### src/rtl/fxp_pkg.sv
// fxp_pkg: shared types, sizing helpers and Booth digit encodings for the fixed-point multiplier.
package fxp_pkg;
  typedef enum logic [1:0] {IDLE, MUL, SHIFT, DONE} state_t;
  localparam logic [2:0] BW_P2A = 3'b011;
  localparam logic [2:0] BW_M2A = 3'b100;
  function automatic int mant_w(input int width, input int sf_bits);
    return width - sf_bits;
  endfunction
  function automatic int booth_iters(input int m);
    return (m + 1) / 2;
  endfunction
endpackage

### src/rtl/booth_r4_pp.sv
// booth_r4_pp: radix-4 Booth partial product (0, +-A, +-2A) for one 3-bit multiplier window.
module booth_r4_pp import fxp_pkg::*; #(
  parameter int P = 14
) (
  input  logic [2:0]   win,
  input  logic [P-1:0] mcand,
  output logic [P+1:0] pp
);
  logic [P+1:0] a1, a2, mag;
  logic one, two;
  always_comb begin
    a1 = (P+2)'($signed(mcand));
    a2 = {a1[P:0], 1'b0};
    one = win[1] ^ win[0];
    two = (win == BW_P2A) || (win == BW_M2A);
    mag = two ? a2 : one ? a1 : '0;
    pp = win[2] ? -mag : mag;
  end
endmodule

### src/rtl/fxp_mult_seq.sv
// fxp_mult_seq: sequential radix-4 Booth fixed-point multiplier with rescale and wrap/saturate.
module fxp_mult_seq import fxp_pkg::*; #(
  parameter int WIDTH   = 16,
  parameter int SF_BITS = 3
) (
  input  logic             clk,
  input  logic             rst_n,
  input  logic             in_valid,
  output logic             in_ready,
  input  logic [WIDTH-1:0] op_a,
  input  logic [WIDTH-1:0] op_b,
  input  logic             sat_en,
  output logic             out_valid,
  input  logic             out_ready,
  output logic [WIDTH-1:0] out_data,
  output logic             overflow
);
  localparam int M    = mant_w(WIDTH, SF_BITS);
  localparam int P    = M + (M % 2);
  localparam int ITER = booth_iters(M);
  localparam int A    = 2 * M;
  localparam int CW   = $clog2(ITER) + 1;

  state_t state, nxt;
  logic [SF_BITS-1:0] sa, sb, smax, smin;
  logic sat, bprev, ovf;
  logic [P-1:0] ma, mb;
  logic [A-1:0] acc, pp_ext, prod_s;
  logic [CW-1:0] cnt, idx;
  logic [P+1:0] pp;
  logic [M:0] hi;
  logic [M-1:0] mant;

  booth_r4_pp #(.P(P)) u_pp (.win({mb[1:0], bprev}), .mcand(ma), .pp(pp));

  always_ff @(posedge clk or negedge rst_n)
    if (!rst_n) state <= IDLE;
    else state <= nxt;

  always_comb begin
    nxt = state;
    case (state)
      IDLE:  nxt = in_valid ? MUL : IDLE;
      MUL:   nxt = (cnt == '0) ? SHIFT : MUL;
      SHIFT: nxt = DONE;
      DONE:  nxt = out_ready ? IDLE : DONE;
      default: nxt = IDLE;
    endcase
    in_ready = state == IDLE;
    out_valid = state == DONE;
  end

  // Digit i is retired when cnt == ITER-1-i, so its weight is 4^i.
  always_comb begin
    idx = CW'(ITER - 1) - cnt;
    pp_ext = A'($signed(pp)) << {idx, 1'b0};
    smax = (sa > sb) ? sa : sb;
    smin = (sa > sb) ? sb : sa;
    prod_s = $signed(acc) >>> smin;
    hi = prod_s[A-1:M-1];
    ovf = !((&hi) || (~|hi));
    mant = (sat && ovf) ? (prod_s[A-1] ? {1'b1, {(M-1){1'b0}}} : {1'b0, {(M-1){1'b1}}}) : prod_s[M-1:0];
  end

  always_ff @(posedge clk or negedge rst_n)
    if (!rst_n) begin
      sa <= '0;
      sb <= '0;
      sat <= 1'b0;
      ma <= '0;
      mb <= '0;
      bprev <= 1'b0;
      acc <= '0;
      cnt <= '0;
      out_data <= '0;
      overflow <= 1'b0;
    end else begin
      if (state == IDLE && in_valid) begin
        sa <= op_a[WIDTH-1:M];
        sb <= op_b[WIDTH-1:M];
        sat <= sat_en;
        ma <= P'($signed(op_a[M-1:0]));
        mb <= P'($signed(op_b[M-1:0]));
        bprev <= 1'b0;
        acc <= '0;
        cnt <= CW'(ITER - 1);
      end
      if (state == MUL) begin
        acc <= acc + pp_ext;
        mb <= {{2{mb[P-1]}}, mb[P-1:2]};
        bprev <= mb[1];
        cnt <= cnt - 1'b1;
      end
      if (state == SHIFT) begin
        out_data <= {smax, mant};
        overflow <= ovf;
      end
    end
endmodule

### config.mk
export PLATFORM = sky130hd
export DESIGN_NAME = fxp_mult_seq
export DESIGN_NICKNAME = d
export VERILOG_FILES = /design/src/rtl/fxp_pkg.sv /design/src/rtl/booth_r4_pp.sv /design/src/rtl/fxp_mult_seq.sv
export SDC_FILE = /design/constraint.sdc
export NUM_CORES = 1
export LEC_CHECK = 0
export ABC_AREA = 1
export CORE_ASPECT_RATIO = 0.75
export CORE_MARGIN = 4
export CORE_UTILIZATION = 35
export DETAILED_ROUTE_END_ITERATION = 10
export PLACE_DENSITY_LB_ADDON = 0.05
export SETUP_SLACK_MARGIN = 0.1
export SYNTH_ARGS = -nofsm -noshare
export SYNTH_HDL_FRONTEND = slang
export SYNTH_SLANG_ARGS = --single-unit
### constraint.sdc
create_clock -name clk -period 7.5 [get_ports clk]
set_input_delay 1.5 -clock clk [delete_from_list [all_inputs] [get_ports clk]]
set_output_delay 1.5 -clock clk [all_outputs]
set_load 0.01 [all_outputs]
======== Word level (Yosys, flattened, before mapping) ========
Index checks and enable logic that the tools add are counted.
Widths: inputs -> output; s select.
storage, ports and cells
  bits in registers ....................... 84
  latch bits .............................. 0
  RAM bits ................................ 0
  memory bits (read-only) ................. 0
  input port bits ......................... 37
  output and inout port bits .............. 19
  word-level logic and storage cells ...... 57
  memories kept ........................... 0
operators by class
  add/sub/neg operators ................... 4
  $mul .................................... 0
  div/mod/pow operators ................... 0
  order comparisons ....................... 1
  equality and inequality tests ........... 5
  shift-type cells ........................ 2
  mux-type cells .......................... 19
  bitwise operators ....................... 2
  reductions and logical operators ........ 12
operators by type and width
  cell                 count
  $mux 13              4
  $mux 26              2
  $mux 16              3
  $add 26x26->26       1
  $shl 26x5->26        1
  $sshr 26x3->26       1
  $neg 16->16          1
  $reduce_and 14->1    1
  $reduce_or 14->1     1
  $mux 4               2
  $pmux 2 s4           1
  $mux 3               2
  $eq 2x2->1 const B   2
  $logic_not 4->1      1
  $mux 2               2
  $sub 3x4->4 const A  1
  $sub 4x1->4 const B  1
  $eq 3x2->1 const B   1
  $eq 3x3->1 const B   1
  $gt 3x3->1           1
  $mux 1               3
  $eq 2x1->1 const B   1
  $logic_and 1x1->1    2
  $logic_not 1->1      2
  other kinds (6)      7

======== Logic depth before layout (Yosys ltp) ========
Gate-level depths: netlist of run 1.
  word-level depth ........................ 9
  gate-level depth with buffers ........... 35
  mapped depth without buffers ............ 34

======== Cells and area by module ========
A second synthesis of run 1 with hierarchy kept.
second synthesis, totals
  cell total of the unflattened synthesis .. 1206
  area, all modules ....................... 7574.8 um^2
modules (own cells, without submodules)
  module        instances  cells each  area an instance (um^2)  seq. area each (um^2)
  fxp_mult_seq  1          1013        6550.0                   2102.0
  booth_r4_pp   1          193         1024.7                   0.0

======== Least setup slack after synthesis of run 1 ========
No wires, ideal clock.
  path type ............................... reg-to-reg
  from .................................... register cnt[0]
  to ...................................... register acc[18]
  arrival ................................. 3.997 ns
  required time ........................... 7.374 ns
  setup slack ............................. 3.377 ns
  stages on the path, launching flop included .. 27
  path buffers ............................ 3
  period minus slack after synthesis ...... 4.123 ns
  cells stage by stage .................... dfrtp_1 -> clkbuf_1 -> inv_1 -> clkbuf_1 -> ha_1 -> inv_1 -> clkbuf_1 -> nor4_1 -> ha_1 -> inv_1 -> fa_1 -> inv_1 -> nand3_1 -> nand2_1 -> nand2_1 -> nand2_1 -> a21oi_1 -> nor2_1 -> nor2_1 -> o21ai_0 -> a21boi_0 -> o21bai_1 -> nand2_1 -> nand2_1 -> nand2_1 -> nand2_1 -> o21ai_0
on the way
  longest elaborated chain between the ends .. 4
ends and longest elaborated chain
  item                    RTL line            text
  start, declared         fxp_mult_seq.sv:29  logic [CW-1:0] cnt, idx;
  start signal, assigned  fxp_mult_seq.sv:86  cnt <= CW'(ITER - 1);
  start signal, assigned  fxp_mult_seq.sv:92  cnt <= cnt - 1'b1;
  $sub 3x4->4             fxp_mult_seq.sv:55  idx = CW'(ITER - 1) - cnt;
  $shl 26x5->26           fxp_mult_seq.sv:56  pp_ext = A'($signed(pp)) << {idx, 1'b0};
  $add 26x26->26          fxp_mult_seq.sv:89  acc <= acc + pp_ext;
  $mux 26                 fxp_mult_seq.sv:88  if (state == MUL) begin
  end signal, assigned    fxp_mult_seq.sv:89
  end, declared           fxp_mult_seq.sv:28  logic [A-1:0] acc, pp_ext, prod_s;
No other way between the ends.
A chain may end at the register's enable or synchronous reset.

======== Final worst setup path of run 1 ========
Ends and elaborated chain as after synthesis.

==> results by group, run 1 <==
Status
  – Status: complete, no violations

Worst setup path
  – Data arrival, critical path: 5740 ps
  – Critical Path Slowest Stage Cell: ha_1
  – CP startpoint kind: flop
  – Crit path kind: reg2reg
  – Worst Path Max Fanout: 23
  – Setup crit end kind: flop
  – Largest stage delay, worst path: 810 ps
  – CP dominant cell by count: nand2_1
  – WP data required: 7730 ps
  – Critical Path, Cell by Cell: inv_1, ha_1, inv_1, nor4_1, ha_1, inv_1, fa_1, inv_1, nand3_1, nand2_1, nand2_1, nand2_1, a21oi_1, nor2_1, nor2_1, o21ai_0, a21boi_0, o21bai_1, nand2_1, nand2_1, nand2_1, nand2_1, o21ai_0

STA
  – Setup_tns: 0 ps
  – Final hold vios: 0
  – Actual slew at the worst max-slew pin: 921 ps
  – Fin crit period: 5510 ps
  – Highest Clock Rate: 0.181 GHz
  – WHS: 476 ps
  – Max-slew violation count: 0
  – RSZ-0062 raised after global routing: false
  – Final period util: 73.5%
  – Relative max-transition margin: 38.6%
  – Skew final: 9.86 ps
  – Final setup violation count: 0

Synth
  – Synth Flop Type: dfrtp_1
  – Mapped cell area: 7290 µm²
  – Mapped Cells: 1156
  – Share of async-settable or async-resettable flops after synthesis: 100%
  – Post-synth EDFFs: 0
  – Synth Warn #: 0
  – Sequential area share after synthesis: 28.8%
  – Avg Cell Area, Syn: 6.31 µm²
  – Synth Net Count: 1227
  – Flip-flop and latch count after synthesis: 84
  – Yosys cell types: 45

Final layout
  – Fraction of layout cells with a size suffix above 1: 4.72%
  – Final Util: 40.8%
  – Total Nets Final: 1253
  – Diode count: 0
  – Non-filler cells, final: 1469
  – Area growth syn-to-layout: 13.9%

Clock tree
  – CTS HTree Levels: 3
  – Postcts setup bufs: 0
  – Clk pin slew, worst setup/hold paths: 70 ps
  – Hold Buf Count CTS: 0
  – Post-CTS sizing: 0
  – Worst-case clock buffer depth: 2
  – CTS tree: done
  – TritonCTS Buffers: 9
  – Root Buffer: clkbuf_16
  – Clock Sink Count: 84
  – Worst skew pair latency: 350 ps

Route
  – Routed via count: 7313
  – DR vias/cell: 4.98
  – Residual DRC: 0
  – Pre-antenna DRT Iters: 5
  – Post-route ant nets: 0
  – Initial DRC Count: 645
  – Routed len/inst: 14.8 µm
  – Routed WL: 21800 µm

Hold path
  – Min-delay worst type: reg2reg

Placed design
  – Placed Instances: 1453
  – RePlAce Congestion: 0.872
  – Post-detail-place hpwl: 17000 µm
  – Port Buffers: 55

Global route
  – Global-route wire length before repair: 36200 µm
  – Vias in the first global route: 6712
  – Gr usage total: 19.1%
  – Largest net degree at the start of global routing: 47
  – GRT Residual Overflow: 0
  – Initial antenna violation count: 0

Job
  – Max Cap Viol: 0

Die
  – Die X: 175 µm
  – Core ar.: 20400 µm²
  – Die Y: 133 µm
  – Num ports: 56
  – Die ar.: 23200 µm²
  – Row count: 45
  – Initial Util: 35.8%
==> registers in the layout, indices dropped and copies added, names as in the netlist <==
| register | flops |
|---|---|
| acc | 26 |
| out_data | 16 |
| mb | 14 |
| ma | 13 |
| cnt | 4 |
| sa | 3 |
| sb | 3 |
| state | 2 |
| bprev | 1 |
| overflow | 1 |
| sat | 1 |
==> cells in the final DEF (no fill, tap or decap), types with 2 or more instances in the layout <==
cell type	instances
o211ai_1	19
clkbuf_16	9
o22ai_1	14
o21ai_2	4
nor2_2	4
mux2i_1	8
inv_6	2
nand2_2	10
nand4_1	2
nand2_1	418
clkdlybuf4s50_1	54
or2_2	2
nand3_2	2
inv_2	2
nor3_1	6
nor2_1	63
ha_1	33
o21bai_1	3
a22oi_1	2
buf_4	10
o21ai_1	21
xor2_1	13
o21ai_0	111
dfrtp_1	84
a31oi_1	5
nand2_4	3
clkinv_1	2
a21oi_1	50
clkinvlp_4	3
o21a_1	2
a21boi_0	3
xnor2_1	4
nand3_1	82
inv_1	123
==> cell families after synthesis <==
| kind of cell | count (synthesis) | share of synthesized area (%) |
|---|---|---|
| simple gates | 597 | 33.6 |
| fa+ha+maj | 34 | 5.94 |
| mux | 8 | 1.10 |
| xor+xnor | 17 | 2.04 |
| buf+inv | 176 | 10.2 |
| flops | 84 | 28.8 |
| compound gates | 240 | 18.4 |
==> critical path, delay by kind of cell (launching register included) <==
kind                     cells  cell delay [ps]
AND/OR/NAND/NOR             11             1170
flip-flops                   1              740
AO/OA/AOI/OAI                5             1090
adder cells (fa/ha/maj)      3             1470
buffers and inverters        4              930
==> cells in the mapped netlist (4+ instances only) <==
cell / count / area [µm²]
o22ai_1: 14 / 87.6
mux2i_1: 8 / 80.1
inv_1: 123 / 462
nand2_1: 418 / 1570
ha_1: 33 / 413
dfrtp_1: 84 / 2100
nand3_1: 82 / 410
xor2_1: 13 / 114
o21ai_1: 21 / 105
nand2_2: 10 / 62.6
nor3_1: 6 / 30.0
o21ai_2: 4 / 35.0
xnor2_1: 4 / 35.0
a21oi_1: 50 / 250
nor2_1: 64 / 240
o211ai_1: 19 / 143
buf_6: 9 / 101
clkbuf_1: 34 / 128
o21ai_0: 111 / 556
a31oi_1: 5 / 31.3
==> stage by stage <==
stage	area [µm²]	setup WS [ps]
after floorplan	7290	3380
after global placement	8000	2250
after detailed placement	8000	2100
after CTS	8310	2070
after global routing	8310	1430
final	8310	1990
==> path summary, 6_finish.rpt <==
path	startpoint	to	slack (ps)	cells after the start
worst max-delay path	cnt[0]	acc[18]	1990	23
worst min-delay path	out_data[9]	out_data[9]	480	2
worst min register to register	out_data[9]	out_data[9]	480	2
min in group asynchronous	rst_n	sb[2]	1130	1
max in group asynchronous	rst_n	acc[3]	5360	2
worst max register to register	cnt[0]	acc[18]	1990	23
==> cell type report <==
| class | instances | area (µm²) |
|---|---|---|
| fill | 2276 | 12100 |
| sequential | 84 | 2100 |
| clock inverter | 6 | 70.1 |
| clock buffer | 10 | 239 |
| tap | 282 | 353 |
| inverter | 127 | 477 |
| timing repair buffer | 64 | 616 |
| multi-input combinational | 896 | 4450 |
==> layer usage <==
metal	up-vias	GRT usage [%]	share of wire, %
met4	0	3.14	0.76
met2	137	26.0	38
met5	-	0	0
li1	3806	-	-
met3	17	3.08	4.7
met1	3353	31.5	57
Power of run 1 is not shown: default switching activity piles up to over one toggle a cycle in this logic, so the estimate is an artifact.
==> run 2, diff against run 1 <==
==> constraint.sdc (replaced) <==
create_clock -name clk -period 5.75 [get_ports clk]
set_input_delay 1.15 -clock clk [delete_from_list [all_inputs] [get_ports clk]]
set_output_delay 1.15 -clock clk [all_outputs]
set_load 0.01 [all_outputs]
==> run 2 against run 1 <==
  * Fmax grew 13%
  * Utilization grew 0.21 points
  * Register-to-register slack lost 1100 ps
  * Critical path depth grew 8
  * First-iteration DRC count shrank 2.3%
  * Via count is essentially flat
  * Count of clock-buffer cells in the layout is the same
  * Clock skew grew 2.4 ps
  * Setup slack lost 1100 ps
==> results by group, run 2 (synthesized netlist as in run 1, its figures left out) <==
Die
  – Die X: 175 µm
  – Core ar.: 20400 µm²
  – Num ports: 56
  – Die Y: 133 µm
  – Die ar.: 23200 µm²
  – Row count: 45
  – Initial Util: 35.8%

Final layout
  – Largest reg by FF count: acc
  – Fillers: 2281
  – Commonest non-fill, non-tap cell in the layout: nand2_1
  – Fraction of layout cells with a size suffix above 1: 5.13%
  – Diode count: 0
  – Most frequent cells in the layout: nand2_1 (418), inv_1 (123), o21ai_0 (111), dfrtp_1 (83), nand3_1 (82)
  – Biggest regs: acc: 26 flops, out_data: 16 flops, mb: 14 flops
  – Area growth syn-to-layout: 14.5%
  – Total Nets Final: 1256
  – Max FFs per register: 26

Clock tree
  – CTS HTree Levels: 3
  – Worst-case clock buffer depth: 2
  – Root Buffer: clkbuf_16
  – Hold Buf Count CTS: 0
  – CTS tree: done
  – Worst skew pair latency: 350 ps
  – Clk pin slew, worst setup/hold paths: 60 ps
  – Postcts setup bufs: 0
  – TritonCTS Buffers: 9
  – Clock Sink Count: 84

Route
  – Residual DRC: 0
  – Routed WL: 21800 µm
  – Routed via count: 7314
  – Post-route ant nets: 0
  – DR vias/cell: 4.97
  – Pre-antenna DRT Iters: 7
  – Routed len/inst: 14.8 µm
  – Initial DRC Count: 630

Worst setup path
  – CP dominant cell by count: nand2_1
  – Largest stage delay, worst path: 480 ps
  – CP Buf/Inv Count: 3
  – Crit Reg-Reg Endpoint: acc[23]
  – Worst reg-to-reg path cell count: 31
  – Levels on crit path: 31
  – Setup crit end kind: flop
  – Crit path kind: reg2reg
  – Worst Path Max Fanout: 14
  – Largest delay share family, worst path: compound AO/OA/AOI/OAI gates
  – Critical Path Slowest Stage Cell: ha_2
  – WP data required: 5950 ps
  – Worst r2r src: mb[0]
  – Data arrival, critical path: 5070 ps
  – Reg-to-reg setup timing slack: 880 ps
  – CP startpoint kind: flop

Hold path
  – Hold path startpoint: out_data[9]
  – Worst Hold Depth: 2
  – Worst Hold End: out_data[9]
  – Min-delay worst type: reg2reg

Global route
  – Vias in the first global route: 6944
  – GRT Residual Overflow: 0
  – Largest net degree at the start of global routing: 48
  – Gr usage total: 19.4%
  – Initial antenna violation count: 0
  – Global-route wire length before repair: 37000 µm

STA
  – Relative max-transition margin: 45.0%
  – Highest Clock Rate: 0.205 GHz
  – Skew final: 12.2 ps
  – Actual slew at the worst max-slew pin: 825 ps
  – Max-slew violation count: 0
  – RSZ-0062 raised after global routing: false
  – Final period util: 84.7%
  – Fin crit period: 4870 ps
  – Setup_tns: 0 ps
  – Final setup violation count: 0
  – Final hold vios: 0

Job
  – Max Cap Viol: 0

Placed design
  – RePlAce Congestion: 0.931
  – Port Buffers: 55
  – Post-detail-place hpwl: 17100 µm

Status
  – Status: complete, no violations
[run 2: cell count changes in the layout (fill, tap and decap cells not counted), sizes merged]
cell and delta:
bufinv +1, buf +3, inv -1, clkinv +2, clkinvlp -2
[run 2: how the worst max path moves through the flow]
stage	slack [ps]	start	end
2_1_floorplan	1630	cnt[0]	acc[18]
6_report	880	mb[0]	acc[23]
5_1_grt	210	mb[0]	acc[23]
3_3_place_gp	930	bprev	acc[23]
4_1_cts	830	mb[1]	acc[23]
3_5_place_dp	850	mb[1]	acc[23]
[run 2: metrics by stage]
| step | setup WS [ps] | cells | hold slack (ps) | utilization (%) | cell area, µm² |
|---|---|---|---|---|---|
| after CTS | 833 | 1472 | 482 | 40.9 | 8350 |
| after floorplan | 1630 | 1156 | 449 | - | 7290 |
| after global placement | 935 | 1456 | 465 | 39.3 | 8020 |
| after global routing | 207 | 1472 | 502 | 41.0 | 8350 |
| after detailed placement | 846 | 1456 | 465 | 39.3 | 8020 |
| final | 879 | 1472 | 475 | 41.0 | 8350 |
[run 2: cell type report]
type	instances	area [µm²]	area share [%]
clock buffers	10	239	2.86
clock inverters	6	86.3	1.03
inverters	127	477	5.71
multi-input cells	896	4450	53.3
flip-flops and latches	84	2100	25.2
well taps	282	353	4.23
repair buffers	67	638	7.64
[run 2: what timing repair did]
item                                   in CTS  in global routing
resized for setup                           0                  2
setup endpoints to repair                   0                  1
endpoints found under the hold margin       0                  0
[run 2: metal layers]
layer	vias to the layer above	routed length, µm	track usage (%)	share of wire, %
met5	-	0	0	0
met4	0	198	3.66	0.91
met3	15	989	2.97	4.5
met2	155	8290	26.9	38
met1	3323	12300	31.5	57
li1	3821	-	-	-
[run 2: worst reg2reg max path: cells and delay by family, from the launching register on]
| kind | cells | cell delay, ps |
|---|---|---|
| buffers and inverters | 3 | 170 |
| adder cells (fa/ha/maj) | 3 | 1010 |
| flip-flops | 1 | 340 |
| AO/OA/AOI/OAI | 10 | 1750 |
| XOR/XNOR | 1 | 220 |
| AND/OR/NAND/NOR | 14 | 1260 |
Power of run 2 is left out for the same reason.
==> run 3, diff against run 2 <==
==> constraint.sdc (replaced) <==
create_clock -name clk -period 4.35 [get_ports clk]
set_input_delay 0.87 -clock clk [delete_from_list [all_inputs] [get_ports clk]]
set_output_delay 0.87 -clock clk [all_outputs]
set_load 0.01 [all_outputs]
==> run 3 against run 2 <==
  * Sequential cell count stayed put
  * Worst hold slack better by 2.6 ps
  * First-iteration DRC count is 32% lower
  * Critical path type unchanged
  * Count of clock-buffer cells in the layout is 1 lower
  * Utilization is 5.1 points higher
  * Cell count is 5.8% higher
  * Via count is 5.5% higher
  * Setup slack worse by 760 ps
  * Largest cell class unchanged
  * Final area is 12% higher
==> results by group, run 3 (synthesized netlist as in run 1, its figures left out) <==
Final layout
  – Most frequent cells in the layout: nand2_1 (399), inv_1 (116), o21ai_0 (93), buf_4 (92), dfrtp_1 (84)
  – Largest reg by FF count: acc
  – Total Nets Final: 1341
  – Biggest regs: acc: 26 flops, out_data: 16 flops, mb: 14 flops
  – Area growth syn-to-layout: 28.8%
  – Diode count: 0
  – Commonest non-fill, non-tap cell in the layout: nand2_1
  – Max FFs per register: 26
  – Fraction of layout cells with a size suffix above 1: 17.6%

Route
  – Residual DRC: 0
  – Post-route ant nets: 0
  – Routed WL: 23000 µm
  – DR vias/cell: 4.96
  – Pre-antenna DRT Iters: 5
  – Routed via count: 7718
  – Initial DRC Count: 429
  – Routed len/inst: 14.8 µm

Die
  – Die ar.: 23200 µm²
  – Core ar.: 20400 µm²
  – Row count: 45
  – Initial Util: 35.8%
  – Die X: 175 µm
  – Die Y: 133 µm
  – Num ports: 56

Status
  – Status: complete, no violations

Clock tree
  – Hold Buf Count CTS: 0
  – Clk pin slew, worst setup/hold paths: 70 ps
  – Root Buffer: clkbuf_16
  – CTS HTree Levels: 3
  – Worst-case clock buffer depth: 2
  – TritonCTS Buffers: 9
  – Worst skew pair latency: 360 ps
  – Clock Sink Count: 84
  – CTS tree: done

Global route
  – GRT Residual Overflow: 0
  – Vias in the first global route: 7000
  – Largest net degree at the start of global routing: 54
  – Initial antenna violation count: 0
  – Global-route wire length before repair: 37200 µm
  – Gr usage total: 19.6%

STA
  – Highest Clock Rate: 0.237 GHz
  – Setup_tns: 0 ps
  – Max-slew violation count: 0
  – Final period util: 97.2%
  – Final setup violation count: 0
  – Skew final: 12.8 ps
  – Fin crit period: 4230 ps
  – Final hold vios: 0
  – Relative max-transition margin: 28.5%
  – Setup ws final: 122 ps
  – Actual slew at the worst max-slew pin: 1070 ps
  – RSZ-0062 raised after global routing: true
  – WHS: 477 ps

Hold path
  – Min-delay worst type: reg2reg

Placed design
  – Setup WS pre-CTS: -163 ps
  – RePlAce Congestion: 0.875
  – Post-detail-place hpwl: 17500 µm
  – Port Buffers: 55

Job
  – Max Cap Viol: 0

Worst setup path
  – Worst Path Max Fanout: 4
  – CP startpoint kind: flop
  – WP data required: 4590 ps
  – Critical Path Slowest Stage Cell: dfrtp_1
  – Crit path kind: reg2reg
  – Largest stage delay, worst path: 380 ps
  – Setup crit end kind: flop
  – Data arrival, critical path: 4470 ps
run 3: changes by cell type in the layout (fill, tap and decap cells not counted), moves of 7 or more:
cell / delta
o21ai_1: +7
o21ai_0: -18
o21ai_2: +10
a21oi_2: +9
inv_1: -7
nor2_1: -11
nand2_1: -19
nand3_1: -7
buf_4: +79
a21oi_1: -10
nand2_2: +18
run 3: metrics by stage:
step | instance area [µm²] | utilization, % | instances
finish | 9390 | 46.1 | 1557
global route | 9390 | 46.1 | 1557
CTS | 8870 | 43.5 | 1538
detailed placement | 8490 | 41.7 | 1519
global placement | 8490 | 41.7 | 1519
floorplan | 7290 | - | 1156
run 3: final timing paths:
kind                              from     endpoint  slack [ps]  cells past startpoint
max                              mb[0]      acc[13]         120                     30
min                        out_data[4]  out_data[4]         480                      2
max reg2reg                      mb[0]      acc[13]         120                     30
min reg2reg                out_data[4]  out_data[4]         480                      2
max in group asynchronous        rst_n       cnt[1]        2860                      2
min in group asynchronous        rst_n        ma[8]         570                      1
run 3: routing by layer:
layer / up-vias / track usage (%) / wire length, µm
met4: 0 / 4.67 / 308
met3: 19 / 2.57 / 974
met5: - / 0 / 0
met1: 3551 / 32.5 / 12800
li1: 3985 / - / -
met2: 163 / 26.0 / 8940
run 3: worst max-delay path, delay by kind of cell (launching register included):
family | cells | cell delay, ps
XOR/XNOR | 1 | 160
adder cells (fa/ha/maj) | 3 | 790
multiplexers | 1 | 100
buffers and inverters | 8 | 780
AO/OA/AOI/OAI | 6 | 650
AND/OR/NAND/NOR | 11 | 1230
flip-flops | 1 | 380
run 3: area by class of cell:
class	instances	area (µm²)
tap	282	353
clock buffer	9	225
multi-input combinational	896	4840
clock inverter	7	75.1
inverter	127	479
timing repair buffer	152	1320
fill	2204	11000
sequential	84	2100
run 3: timing repair:
item | CTS | global route
buffers inserted | 3 | 18
setup endpoints to repair | 12 | 18
gates cloned | 0 | 1
resized for setup | 19 | 102
pin swaps | 12 | 47
Power of run 3 is left out for the same reason.
